### src/rtl/mm_result_collector.sv
// Collects the matrix-multiply result stream into a local buffer, then drains it with row/col tags.
// Build option: define MM_COLLECT_TRANSPOSE_EN to drain column-major instead of row-major.
module mm_result_collector #(
  parameter int DATA_W  = 12,
  parameter int MAX_DIM = 4,
  parameter int IDX_W   = 2
) (
  input  logic              clk,
  input  logic              rst,
  input  logic              in_valid,
  input  logic [DATA_W-1:0] in_data,
  input  logic              in_ovf,
  input  logic              in_last_col,
  input  logic              in_last,
  input  logic [1:0]        in_err,
  output logic              out_valid,
  input  logic              out_ready,
  output logic [DATA_W-1:0] out_data,
  output logic [IDX_W-1:0]  out_row,
  output logic [IDX_W-1:0]  out_col,
  output logic              out_ovf,
  output logic              out_last,
  output logic [IDX_W:0]    res_rows,
  output logic [IDX_W:0]    res_cols,
  output logic [1:0]        res_err,
  output logic              drop_err,
  output logic              busy
);

  localparam int DEPTH  = MAX_DIM * MAX_DIM;
  localparam int ADDR_W = $clog2(DEPTH);
  localparam int LIN_W  = 2 * IDX_W + 2;
  localparam logic [IDX_W:0]  DIM_MAX  = (IDX_W+1)'(MAX_DIM);
  localparam logic [ADDR_W:0] PTR_FULL = (ADDR_W+1)'(DEPTH);

  typedef enum logic [1:0] {IDLE, COLLECT, DRAIN} state_t;
  state_t state_reg, state_next;

  logic [DATA_W:0]     mem [DEPTH];
  logic [ADDR_W:0]     wr_ptr_reg;
  logic [IDX_W:0]      col_cnt_reg, rows_cnt_reg, cols_cnt_reg;
  logic                cols_known_reg;
  logic [IDX_W-1:0]    drow_reg, dcol_reg;
  logic                pending_reg;
  logic                out_valid_reg, out_ovf_reg, out_last_reg;
  logic [DATA_W-1:0]   out_data_reg;
  logic [IDX_W-1:0]    out_row_reg, out_col_reg;
  logic [IDX_W:0]      res_rows_reg, res_cols_reg;
  logic [1:0]          res_err_reg;
  logic                drop_err_reg;

  logic                capturing, is_err, elem_ok, do_write, drop_now, frame_end, drain_last_hs;
  logic [IDX_W:0]      col_here, final_rows, final_cols, drow_p1, dcol_p1;
  logic [LIN_W-1:0]    rd_lin;
  logic [ADDR_W-1:0]   rd_addr;
  logic                elem_last;

  function automatic logic [IDX_W:0] sat_inc(input logic [IDX_W:0] v);
    return (v == DIM_MAX) ? v : v + (IDX_W+1)'(1);
  endfunction

  always_comb begin
    capturing     = in_valid && (state_reg != DRAIN);
    is_err        = capturing && (in_err != 2'b00);
    elem_ok       = capturing && !is_err;
    do_write      = elem_ok && (wr_ptr_reg != PTR_FULL);
    drop_now      = (elem_ok && (wr_ptr_reg == PTR_FULL)) || (in_valid && (state_reg == DRAIN));
    frame_end     = capturing && (in_last || is_err);
    col_here      = sat_inc(col_cnt_reg);
    // Closing element always completes a row, whether or not it carries in_last_col.
    final_rows    = sat_inc(rows_cnt_reg);
    final_cols    = cols_known_reg ? cols_cnt_reg : col_here;
    drain_last_hs = out_valid_reg && out_ready && out_last_reg;
    drow_p1       = {1'b0, drow_reg} + (IDX_W+1)'(1);
    dcol_p1       = {1'b0, dcol_reg} + (IDX_W+1)'(1);
    elem_last     = (drow_p1 == res_rows_reg) && (dcol_p1 == res_cols_reg);
    rd_lin        = LIN_W'(drow_reg) * LIN_W'(res_cols_reg) + LIN_W'(dcol_reg);
    rd_addr       = ADDR_W'(rd_lin);
  end

  always_comb begin
    state_next = state_reg;
    case (state_reg)
      IDLE:    if (capturing) state_next = frame_end ? DRAIN : COLLECT;
      COLLECT: if (frame_end) state_next = DRAIN;
      DRAIN:   if (drain_last_hs) state_next = IDLE;
      default: state_next = IDLE;
    endcase
  end

  always_ff @(posedge clk) begin
    if (do_write) mem[wr_ptr_reg[ADDR_W-1:0]] <= {in_ovf, in_data};
  end

  always_ff @(posedge clk or posedge rst) begin
    if (rst) begin
      state_reg      <= IDLE;
      wr_ptr_reg     <= '0;
      col_cnt_reg    <= '0;
      rows_cnt_reg   <= '0;
      cols_cnt_reg   <= '0;
      cols_known_reg <= 1'b0;
      drow_reg       <= '0;
      dcol_reg       <= '0;
      pending_reg    <= 1'b0;
      out_valid_reg  <= 1'b0;
      out_data_reg   <= '0;
      out_ovf_reg    <= 1'b0;
      out_last_reg   <= 1'b0;
      out_row_reg    <= '0;
      out_col_reg    <= '0;
      res_rows_reg   <= '0;
      res_cols_reg   <= '0;
      res_err_reg    <= '0;
      drop_err_reg   <= 1'b0;
    end else begin
      state_reg <= state_next;

      if (capturing && (state_reg == IDLE)) drop_err_reg <= 1'b0;
      if (drop_now) drop_err_reg <= 1'b1;

      if (do_write) wr_ptr_reg <= wr_ptr_reg + (ADDR_W+1)'(1);
      if (elem_ok) begin
        if (in_last_col) begin
          rows_cnt_reg <= sat_inc(rows_cnt_reg);
          col_cnt_reg  <= '0;
          if (!cols_known_reg) begin
            cols_cnt_reg   <= col_here;
            cols_known_reg <= 1'b1;
          end
        end else begin
          col_cnt_reg <= col_here;
        end
      end

      if (frame_end) begin
        wr_ptr_reg     <= '0;
        col_cnt_reg    <= '0;
        rows_cnt_reg   <= '0;
        cols_cnt_reg   <= '0;
        cols_known_reg <= 1'b0;
        drow_reg       <= '0;
        dcol_reg       <= '0;
        pending_reg    <= 1'b1;
        res_err_reg    <= is_err ? in_err : 2'b00;
        res_rows_reg   <= is_err ? '0 : final_rows;
        res_cols_reg   <= is_err ? '0 : final_cols;
      end

      if (state_reg == DRAIN) begin
        if (pending_reg && (!out_valid_reg || out_ready)) begin
          out_valid_reg <= 1'b1;
          if (res_err_reg != 2'b00) begin
            // Error frame drains as a single zero-valued element.
            out_data_reg <= '0;
            out_ovf_reg  <= 1'b0;
            out_row_reg  <= '0;
            out_col_reg  <= '0;
            out_last_reg <= 1'b1;
            pending_reg  <= 1'b0;
          end else begin
            {out_ovf_reg, out_data_reg} <= mem[rd_addr];
            out_row_reg  <= drow_reg;
            out_col_reg  <= dcol_reg;
            out_last_reg <= elem_last;
            if (elem_last) begin
              pending_reg <= 1'b0;
            end else begin
`ifdef MM_COLLECT_TRANSPOSE_EN
              if (drow_p1 == res_rows_reg) begin
                drow_reg <= '0;
                dcol_reg <= dcol_reg + IDX_W'(1);
              end else begin
                drow_reg <= drow_reg + IDX_W'(1);
              end
`else
              if (dcol_p1 == res_cols_reg) begin
                dcol_reg <= '0;
                drow_reg <= drow_reg + IDX_W'(1);
              end else begin
                dcol_reg <= dcol_reg + IDX_W'(1);
              end
`endif
            end
          end
        end else if (out_valid_reg && out_ready) begin
          out_valid_reg <= 1'b0;
          out_last_reg  <= 1'b0;
        end
      end
    end
  end

  assign out_valid = out_valid_reg;
  assign out_data  = out_data_reg;
  assign out_row   = out_row_reg;
  assign out_col   = out_col_reg;
  assign out_ovf   = out_ovf_reg;
  assign out_last  = out_last_reg;
  assign res_rows  = res_rows_reg;
  assign res_cols  = res_cols_reg;
  assign res_err   = res_err_reg;
  assign drop_err  = drop_err_reg;
  assign busy      = (state_reg == DRAIN);

endmodule

### config.mk
export PLATFORM = sky130hd
export DESIGN_NAME = mm_result_collector
export DESIGN_NICKNAME = d
export VERILOG_FILES = /design/src/rtl/mm_result_collector.sv
export SDC_FILE = /design/constraint.sdc
export NUM_CORES = 1
export LEC_CHECK = 0
export CORE_AREA = 4 4 167 234
export DETAILED_ROUTE_END_ITERATION = 7
export DIE_AREA = 0 0 171 238
export GPL_TIMING_DRIVEN = 0
export PLACE_DENSITY_LB_ADDON = 0.3
export SLEW_MARGIN = 20
export SYNTH_ARGS = -nofsm -noshare
export SYNTH_HDL_FRONTEND = slang
export SYNTH_SLANG_ARGS = --single-unit
### constraint.sdc
create_clock -name clk -period 5.4 [get_ports clk]
set_input_delay 1.08 -clock clk [delete_from_list [all_inputs] [get_ports clk]]
set_output_delay 1.08 -clock clk [all_outputs]
set_load 0.005 [all_outputs]
; ---- Yosys cells after proc, flatten, opt, wreduce, memory -nomap -nowiden
; Memory sizes are Yosys's and may differ from the RTL's.
; Cells that the tools add are included.
[classes]
n_addsub = 8
mul = 1
eq_ne = 12
n_mux = 54
n_reduce_logical = 29
[op_table]
columns = operator, n
row1 = two-way mux 3 bit, 14
row2 = two-way mux 2 bit, 19
row3 = two-way mux 1 bit, 17
row4 = nonzero test 2 bit, 7
row5 = logical AND 1 bit, 12
row6 = two-way mux 12 bit, 1
row7 = two-way mux 5 bit, 2
row8 = adder 2 x 1 -> 3 bit (second input constant), 2
row9 = adder 3 x 1 -> 3 bit (second input constant), 2
row10 = == test 3 bit, 2
row11 = == test 3 bit (second input constant), 2
row12 = inequality test 2 bit (second input constant), 3
row13 = case mux 2 bit (3 select lines), 1
row14 = AND reduction 2 bit, 3
row15 = adder 5 x 1 -> 5 bit (second input constant), 1
row16 = == test 5 bit (second input constant), 1
row17 = inequality test 5 bit (second input constant), 1
row18 = adder 2 x 1 -> 2 bit (second input constant), 2
row19 = adder 4 x 2 -> 4 bit, 1
row20 = multiplier 2 x 3 -> 4 bit, 1
row21 = logical OR 1 bit, 3
row22 = AND reduction 3 bit, 1
row23 = == test 2 x 1 -> 1 bit (second input constant), 1
row24 = == test 2 bit (second input constant), 1
row25 = other kinds (3), 4
[word_totals]
reg_bits = 50
mem_bits_rw = 208
inputBits = 21
output_inout_bits = 29
wordCells = 124
mem_count = 1
[memory_table]
columns = name, words, word_bits, rd, rd_clocked_by_memory_dff, wr, line
row1 = mem, 16, 13, 1, 0, 1, 39  ; logic [DATA_W:0] mem [DEPTH];

; ---- Longest topological paths before layout
; Gate-level depths: netlist of run 1.
[depth]
depth_word = 11
ltp_mapped = 12
mapped_depth_nobuf = 10

; ---- Least setup slack after synthesis of run 1
; Ideal clock, no wire load.
[synth_timing]
path_kind = input -> register
startpoint = in in_valid
endpoint = mem mem[3][0] (netlist bit), enable pin
setup_time_ns = 0.400
arrival_time_ns = 2.795
t_required_ns = 5.000
slack_ns = 2.206
cell_stages = 5
path_buffers = 2
path_cell_list = clkbuf_1 -> and4_1 -> clkbuf_1 -> nand2_1 -> nor3_1
[synth_between]
elab_chain_len = 7
[synth_lines]
columns = element, line
row1 = start: declaration, 10  ; input logic in_valid,
row2 = logical AND 1 bit (*), 63  ; capturing = in_valid && (state_reg != DRAIN);
row3 = logical AND 1 bit, 64  ; is_err = capturing && (in_err != 2'b00);
row4 = zero test 1 bit, 65  ; elem_ok = capturing && !is_err;
row5 = logical AND 1 bit (*), 65
row6 = logical AND 1 bit (*), 66  ; do_write = elem_ok && (wr_ptr_reg != PTR_FULL);
row7 = two-way mux 1 bit (*), 92  ; if (do_write) mem[wr_ptr_reg[ADDR_W-1:0]] <= {in_ovf, in_data};
row8 = two-way mux 1 bit (implied by the code) (*), 92
row9 = end: declaration, 39
; Every way passes the cells marked *; elsewhere a longest branch is shown, timed or not.

; ---- Worst setup path in the final report of run 1
[layout_timing]
startpoint = reg drow_reg[0]
endpoint = reg out_data_reg[5] (netlist: out_data[5])
[layout_between]
elab_chain_len = 4
[layout_lines]
columns = element, line
row1 = start: declaration, 43  ; logic [IDX_W-1:0] drow_reg, dcol_reg;
row2 = start signal: assignment, 179  ; drow_reg <= drow_reg + IDX_W'(1);
row3 = multiplier 2 x 3 -> 4 bit, 77  ; rd_lin = LIN_W'(drow_reg) * LIN_W'(res_cols_reg) + LIN_W'(dcol_reg);
row4 = adder 4 x 2 -> 4 bit, 77
row5 = memory (16 x 13 bit), n/a
row6 = two-way mux 12 bit, 153  ; if (res_err_reg != 2'b00) begin
row7 = end signal: assignment, 162  ; {out_ovf_reg, out_data_reg} <= mem[rd_addr];
row8 = end: declaration, 46  ; logic [DATA_W-1:0] out_data_reg;
; Every way passes these cells.
; A chain may end at the register's enable or synchronous reset.

==> run_results.csv, run 1 <==
group,metric,value,unit
cells_and_area,largest_register_ffs,208,
cells_and_area,fillers,3631,
route,routedWlPerCell,20.6,um
status,outcome,"finished clean",
route,drtIter0Drc,380,
timing,timing.setup.tns,0,ps
route,vias,5822,
timing,max_freq,271,MHz
cts,cts_tree,"yes",
power_and_ir_drop,p_clk_share,34.7,%
synthesis,syn_avg_cell_area,16.7,um^2
place,placed_cell_area,0.0119,mm^2
route,via_per_inst,4.77,
place,globalplace.congestion,0.718,
floorplanning,placementRows,84,
cells_and_area,multi_input_area,0.00294,mm^2
floorplanning,die_h,238,um
global_route,grt_max_degree,51,
timing,drv_slew,0,
cells_and_area,fin_util,34.1,%
power_and_ir_drop,p_leak,4.68,nW
power_and_ir_drop,p_per_area,381,mW/mm^2
cts,cts_num_sinks,258,
floorplanning,start_util,28.5,%
worst_setup_path,critPathKind,"reg2reg",
cells_and_area,drive_gt1_share,15.8,%
synthesis,syn-cell-area,0.0106,mm^2
route,final_antenna_net_count,0,
route,wirelength,25100,um
synthesis,syn_inst,635,
global_route,first_global_vias,6130,
synthesis,ys.flop_type,"edfxtp_1",
worst_setup_path,crit_arrival,4080,ps
timing,hold_violations,0,
job,timing.max_cap.violations,0,
timing,fin_ws,1710,ps
global_route,grt_usage,12.4,%
cells_and_area,layout.nets,764,
timing,fin_worst_skew,17.6,ps
cts,cts-buffers-inserted,26,
floorplanning,core-area,0.0372,mm^2
timing,period_needed,3690,ps
cts,cts_root_buf,"clkbuf_16",
synthesis,ys_seq_elements,258,
worst_setup_path,critical_path.startpoint_type,"flip-flop",
power_and_ir_drop,p_sw_share,25.9,%
synthesis,ys_async_sr_fraction,19.4,%
synthesis,yosysUniqueCellTypes,49,
timing,rsz0062_at_grt,"no",
worst_hold_path,hold_path_class,"reg2reg",
cts,htreeDepth,1,
synthesis,yosysWarningCount,0,
global_route,antenna_found_initial,0,
timing,worst_pin_slew,1050,ps
cells_and_area,syn2layout_area_growth,19.8,%
timing,relSlewSlack,30.0,%
power_and_ir_drop,p_int,3.58,mW
route,drtPass1Iterations,4,
synthesis,syn_nets,671,
place,place_ws,1480,ps
cts,cts_hold_repair.buffers,0,
route,drc,0,
synthesis,synth-edff-count,208,
timing,fin_crit_sh,68.3,%
power_and_ir_drop,combPwrFrac,16.5,%
floorplanning,io_pins,50,
cts,clk_pin_slew,60,ps
cells_and_area,regArea,0.00750,mm^2
cells_and_area,n_antenna_cell,0,
floorplanning,fp.dieW,171,um
worst_setup_path,cp-end-kind,"flip-flop",
floorplanning,die_area,0.0407,mm^2
worst_setup_path,critPathMaxFanout,10,
cts,cts_resized,0,
place,port_buffers,49,
place,dp_hpwl,17200,um
synthesis,yosysSeqAreaShare,70.8,%
cts,clock_latency,530,ps
worst_setup_path,required,5790,ps
cells_and_area,fin_area,0.0127,mm^2
cts,cts_setup_buffers,0,
cts,cts_buffer_depth,3,
timing,setup_viol,0,
power_and_ir_drop,switchingPower,1.25,mW
global_route,grt_first_pass_wirelength,38200,um
power_and_ir_drop,vdd_drop_max,191,uV
power_and_ir_drop,p_seq_share,48.7,%
global_route,overflow,0,
[critical path, stage by stage, from the launching register on]
cell     delay, ps
dfrtp_1        470
nand2_1        110
fa_1           460
inv_1           70
ha_1           130
inv_1           50
fa_1           630
buf_1          620
mux4_1         430
mux2_2         280
a32oi_1        200
o21ai_1         90
[stage by stage]
| step | power (mW) | hold slack (ps) | instances |
|---|---|---|---|
| after CTS | 4.90 | 493 | 1220 |
| after global placement | 3.20 | 476 | 1157 |
| after global routing | 5.06 | 525 | 1220 |
| after detailed placement | 3.21 | 479 | 1173 |
| final | 4.83 | 487 | 1220 |
| after floorplan | 2.83 | 466 | 635 |
[cells in the mapped netlist, types with 2 or more instances]
cell	n	area share, %
a21oi_1	13	0.61
a22o_1	10	0.83
a22oi_1	24	1.7
a31oi_1	3	0.18
a32oi_1	13	1.1
and2_1	4	0.24
and3_1	2	0.12
buf_1	3	0.11
buf_2	11	0.52
buf_6	2	0.21
clkbuf_1	12	0.43
dfrtp_1	50	12
edfxtp_1	208	59
fa_1	2	0.38
ha_1	13	1.5
inv_1	15	0.53
mux2_2	14	1.5
mux2i_1	52	4.9
mux4_1	14	3.5
mux4_2	14	3.0
nand2_1	41	1.5
nand2b_1	5	0.30
nand3_1	5	0.24
nand3b_1	6	0.43
nand4_1	2	0.12
nor2_1	22	0.78
nor2b_1	2	0.12
nor3_1	9	0.43
o21a_1	2	0.14
o21ai_0	17	0.80
o21ai_1	11	0.52
o31ai_1	3	0.21
or2_2	3	0.18
or3_1	3	0.18
xnor2_1	7	0.58
xor2_1	5	0.41
[cell usage in the layout (no fill, tap or decap), types with 15 or more instances in the layout]
cell | Yosys | final
edfxtp_1 | 208 | 208
mux2i_1 | 52 | 52
dfrtp_1 | 50 | 50
clkdlybuf4s50_1 | 0 | 49
nand2_1 | 41 | 41
clkbuf_16 | 0 | 27
a22oi_1 | 24 | 24
o21ai_0 | 17 | 17
clkbuf_1 | 12 | 15
[layout make-up]
type	instances	area share, %
Clock inverter	17	0.848
Clock buffer	30	5.41
Inverter	16	0.493
Timing Repair Buffer	65	5.22
Buffer	30	1.15
Tap cell	473	4.66
Sequential cell	258	59.1
Multi-Input combinational cell	331	23.2
[metal layers]
layer	routed length (um)	part of all wire [%]	global-route usage (%)
met5	0	0	0
met4	442	1.8	3.05
met3	886	3.5	1.82
met2	13700	54	23.1
met1	10100	40	14.8
[final timing paths]
| kind | slack, ps | startpoint | end | cells after the start |
|---|---|---|---|---|
| setup reg to reg | 1710 | drow_reg[0]$_DFF_PP0_ | out_data[5]$_DFFE_PP0P_ | 11 |
| setup / recovery | 1710 | drow_reg[0]$_DFF_PP0_ | out_data[5]$_DFFE_PP0P_ | 11 |
| hold / removal | 490 | out_row[1]$_DFFE_PP0P_ | out_row[1]$_DFFE_PP0P_ | 2 |
| min in group asynchronous | 1030 | rst | drop_err$_DFFE_PP0P_ | 2 |
| hold reg to reg | 490 | out_row[1]$_DFFE_PP0P_ | out_row[1]$_DFFE_PP0P_ | 2 |
| max in group asynchronous | 3880 | rst | out_data[3]$_DFFE_PP0P_ | 2 |
[kinds of logic after synthesis]
family | after synthesis | share of synthesized area, %
AOI/OAI and AO/OA | 100 | 6.38
xor gates and xnor gates | 12 | 0.992
adders and majority gates | 15 | 1.91
buffers and inverters | 46 | 1.95
DFF | 258 | 70.8
muxes | 94 | 12.8
and+or+nand+nor | 110 | 5.15
[power groups by stage]
| stage | registers, mW | logic, mW | clock network (mW) |
|---|---|---|---|
| CTS | 2.36 | 0.817 | 1.72 |
| global route | 2.37 | 0.883 | 1.80 |
| floorplan | 2.37 | 0.467 | 0 |
| finish | 2.36 | 0.799 | 1.68 |
| detailed placement | 2.40 | 0.813 | 0 |
| global placement | 2.40 | 0.798 | 0 |
Power figures use the tool's default switching activity.
==> run 2: changes to the inputs <==
Clock period 5.4 ns to 3.1 ns, I/O delays scaled along.
==> run 2 against run 1 <==
  * Cell area increased by 2.1%
  * Worst hold slack got worse by 2.1 ps
  * First-iteration DRC count increased by 7.6%
  * Critical endpoint is now out_data[6]$_DFFE_PP0P_
==> run_results.csv, run 2 (same netlist as run 1, synthesis figures left out) <==
group,metric,value,unit
cells_and_area,n_antenna_cell,0,
global_route,grt_max_degree,51,
global_route,antenna_found_initial,0,
worst_setup_path,slowest_stage,"fa_2",
power_and_ir_drop,p_leak,4.81,nW
power_and_ir_drop,p_per_area,655,mW/mm^2
timing,max_freq,325,MHz
global_route,first_global_vias,6121,
job,timing.max_cap.violations,0,
route,final_antenna_net_count,0,
cells_and_area,layout.nets,776,
cts,cts_hold_repair.buffers,0,
cells_and_area,fin_util,34.8,%
timing,timing.setup.tns,0,ps
worst_setup_path,r2r_setup_slack,20,ps
timing,setup_viol,0,
timing,worst_pin_slew,1040,ps
cts,htreeDepth,1,
timing,fin_ws,24.7,ps
route,drtPass1Iterations,4,
timing,holdWs,485,ps
timing,drv_slew,0,
cells_and_area,mostFrequentLayoutCells,"edfxtp_1 (208), mux2i_1 (52), clkdlybuf4s50_1 (49)",
worst_setup_path,cpLargestDelayFamily,"adder cells",
route,via_per_inst,4.78,
floorplanning,io_pins,50,
cts,cts-buffers-inserted,26,
cells_and_area,final_common_cell,"edfxtp_1",
worst_setup_path,rr_worst_depth,12,
route,vias,5888,
cells_and_area,drive_gt1_share,19.6,%
worst_setup_path,crit_cells,12,
worst_setup_path,critPathKind,"reg2reg",
place,port_buffers,49,
worst_setup_path,required,3500,ps
cells_and_area,stdcell_count,1232,
worst_setup_path,critPathMaxFanout,7,
cts,clk_pin_slew,60,ps
cts,clock_latency,530,ps
cts,cts_root_buf,"clkbuf_16",
floorplanning,core-area,0.0372,mm^2
worst_setup_path,critical_path.startpoint_type,"flip-flop",
place,post-place-cells,1173,
worst_setup_path,critPathMaxStageDelay,580,ps
worst_hold_path,hold_path_class,"reg2reg",
cts,cts_tree,"yes",
place,globalplace.congestion,0.718,
place,dp_hpwl,17200,um
timing,period_needed,3080,ps
floorplanning,die_area,0.0407,mm^2
route,drtIter0Drc,409,
cells_and_area,largest_register_ffs,208,
timing,fin_crit_sh,99.2,%
worst_hold_path,whs_path_depth,2,
floorplanning,placementRows,84,
route,routedWlPerCell,20.9,um
cells_and_area,fillers,3613,
status,outcome,"finished clean",
floorplanning,fp.dieW,171,um
timing,relSlewSlack,30.7,%
timing,fin_worst_skew,15.4,ps
floorplanning,start_util,28.5,%
place,place_ws,-576,ps
cts,cts_buffer_depth,3,
worst_setup_path,worst-path-buf-inv,4,
route,drc,0,
floorplanning,die_h,238,um
worst_setup_path,crit_chain,"nand2_2 -> fa_1 -> inv_1 -> ha_1 -> inv_2 -> fa_2 -> buf_12 -> clkbuf_16 -> mux4_2 -> mux2_2 -> a32oi_1 -> o21ai_1",
worst_setup_path,cp-end-kind,"flip-flop",
cts,cts_num_sinks,258,
power_and_ir_drop,vdd_drop_max,335,uV
route,wirelength,25700,um
global_route,overflow,0,
timing,rsz0062_at_grt,"yes",
cells_and_area,syn2layout_area_growth,22.3,%
worst_setup_path,crit_arrival,3470,ps
global_route,grt_usage,12.4,%
global_route,grt_first_pass_wirelength,38300,um
timing,hold_violations,0,
run 2: changes by cell type in the layout (fill, tap and decap cells not counted), sizes merged:
cell / delta
buf: +9
clkbuf: +3
run 2: layer usage:
layer / up-vias / wire [um] / GRT usage (%)
met2: 125 / 14100 / 23.2
met1: 3026 / 10200 / 14.9
met3: 31 / 941 / 1.84
met5: - / 0 / 0
met4: 0 / 442 / 3.17
li1: 2706 / - / -
run 2: final timing paths:
check / start / end
hold / removal: out_row[1]$_DFFE_PP0P_ / out_row[1]$_DFFE_PP0P_
setup / recovery: res_cols[0]$_DFFE_PP0P_ / out_data[6]$_DFFE_PP0P_
min in group asynchronous: rst / drop_err$_DFFE_PP0P_
hold reg to reg: out_row[1]$_DFFE_PP0P_ / out_row[1]$_DFFE_PP0P_
setup reg to reg: res_cols[0]$_DFFE_PP0P_ / out_data[6]$_DFFE_PP0P_
max in group asynchronous: rst / drow_reg[0]$_DFF_PP0_
run 2: power by group:
group          total (mW)  leakage (nW)  internal (mW)  switching [mW]
sequential           4.10          2.53           3.93           0.171
clock                2.93         0.393           1.66            1.27
combinational        1.45          1.88          0.681           0.768
total                8.48          4.81           6.27            2.21
run 2: cell type report:
cell class	instances	area, um^2	share of cell area [%]
tap	473	592	4.57
sequential	258	7500	57.9
inverter	16	62.6	0.483
clock buffer	30	687	5.30
buffer	30	220	1.70
timing repair buffer	77	818	6.31
multi-input combinational	331	2970	22.9
clock inverter	17	108	0.830
run 2: tightest hold or removal path, stage by stage, from the launching register on:
cell and delay (ps):
dfrtp_1 350, nand2_1 50, o21ai_0 60
run 2: metrics by stage:
stage          total power, mW  area (um^2)
3_3_place_gp              5.57        11700
5_1_grt                   8.86        13000
3_5_place_dp              5.60        11900
4_1_cts                   8.54        12800
2_1_floorplan             4.94        10600
6_report                  8.48        13000
run 2: what timing repair did:
action | in CTS | in global routing
setup buffers | 1 | 8
pin swaps | 1 | 11
cloned | 0 | 3
endpoints found under the setup margin | 13 | 25
resized for setup | 21 | 25
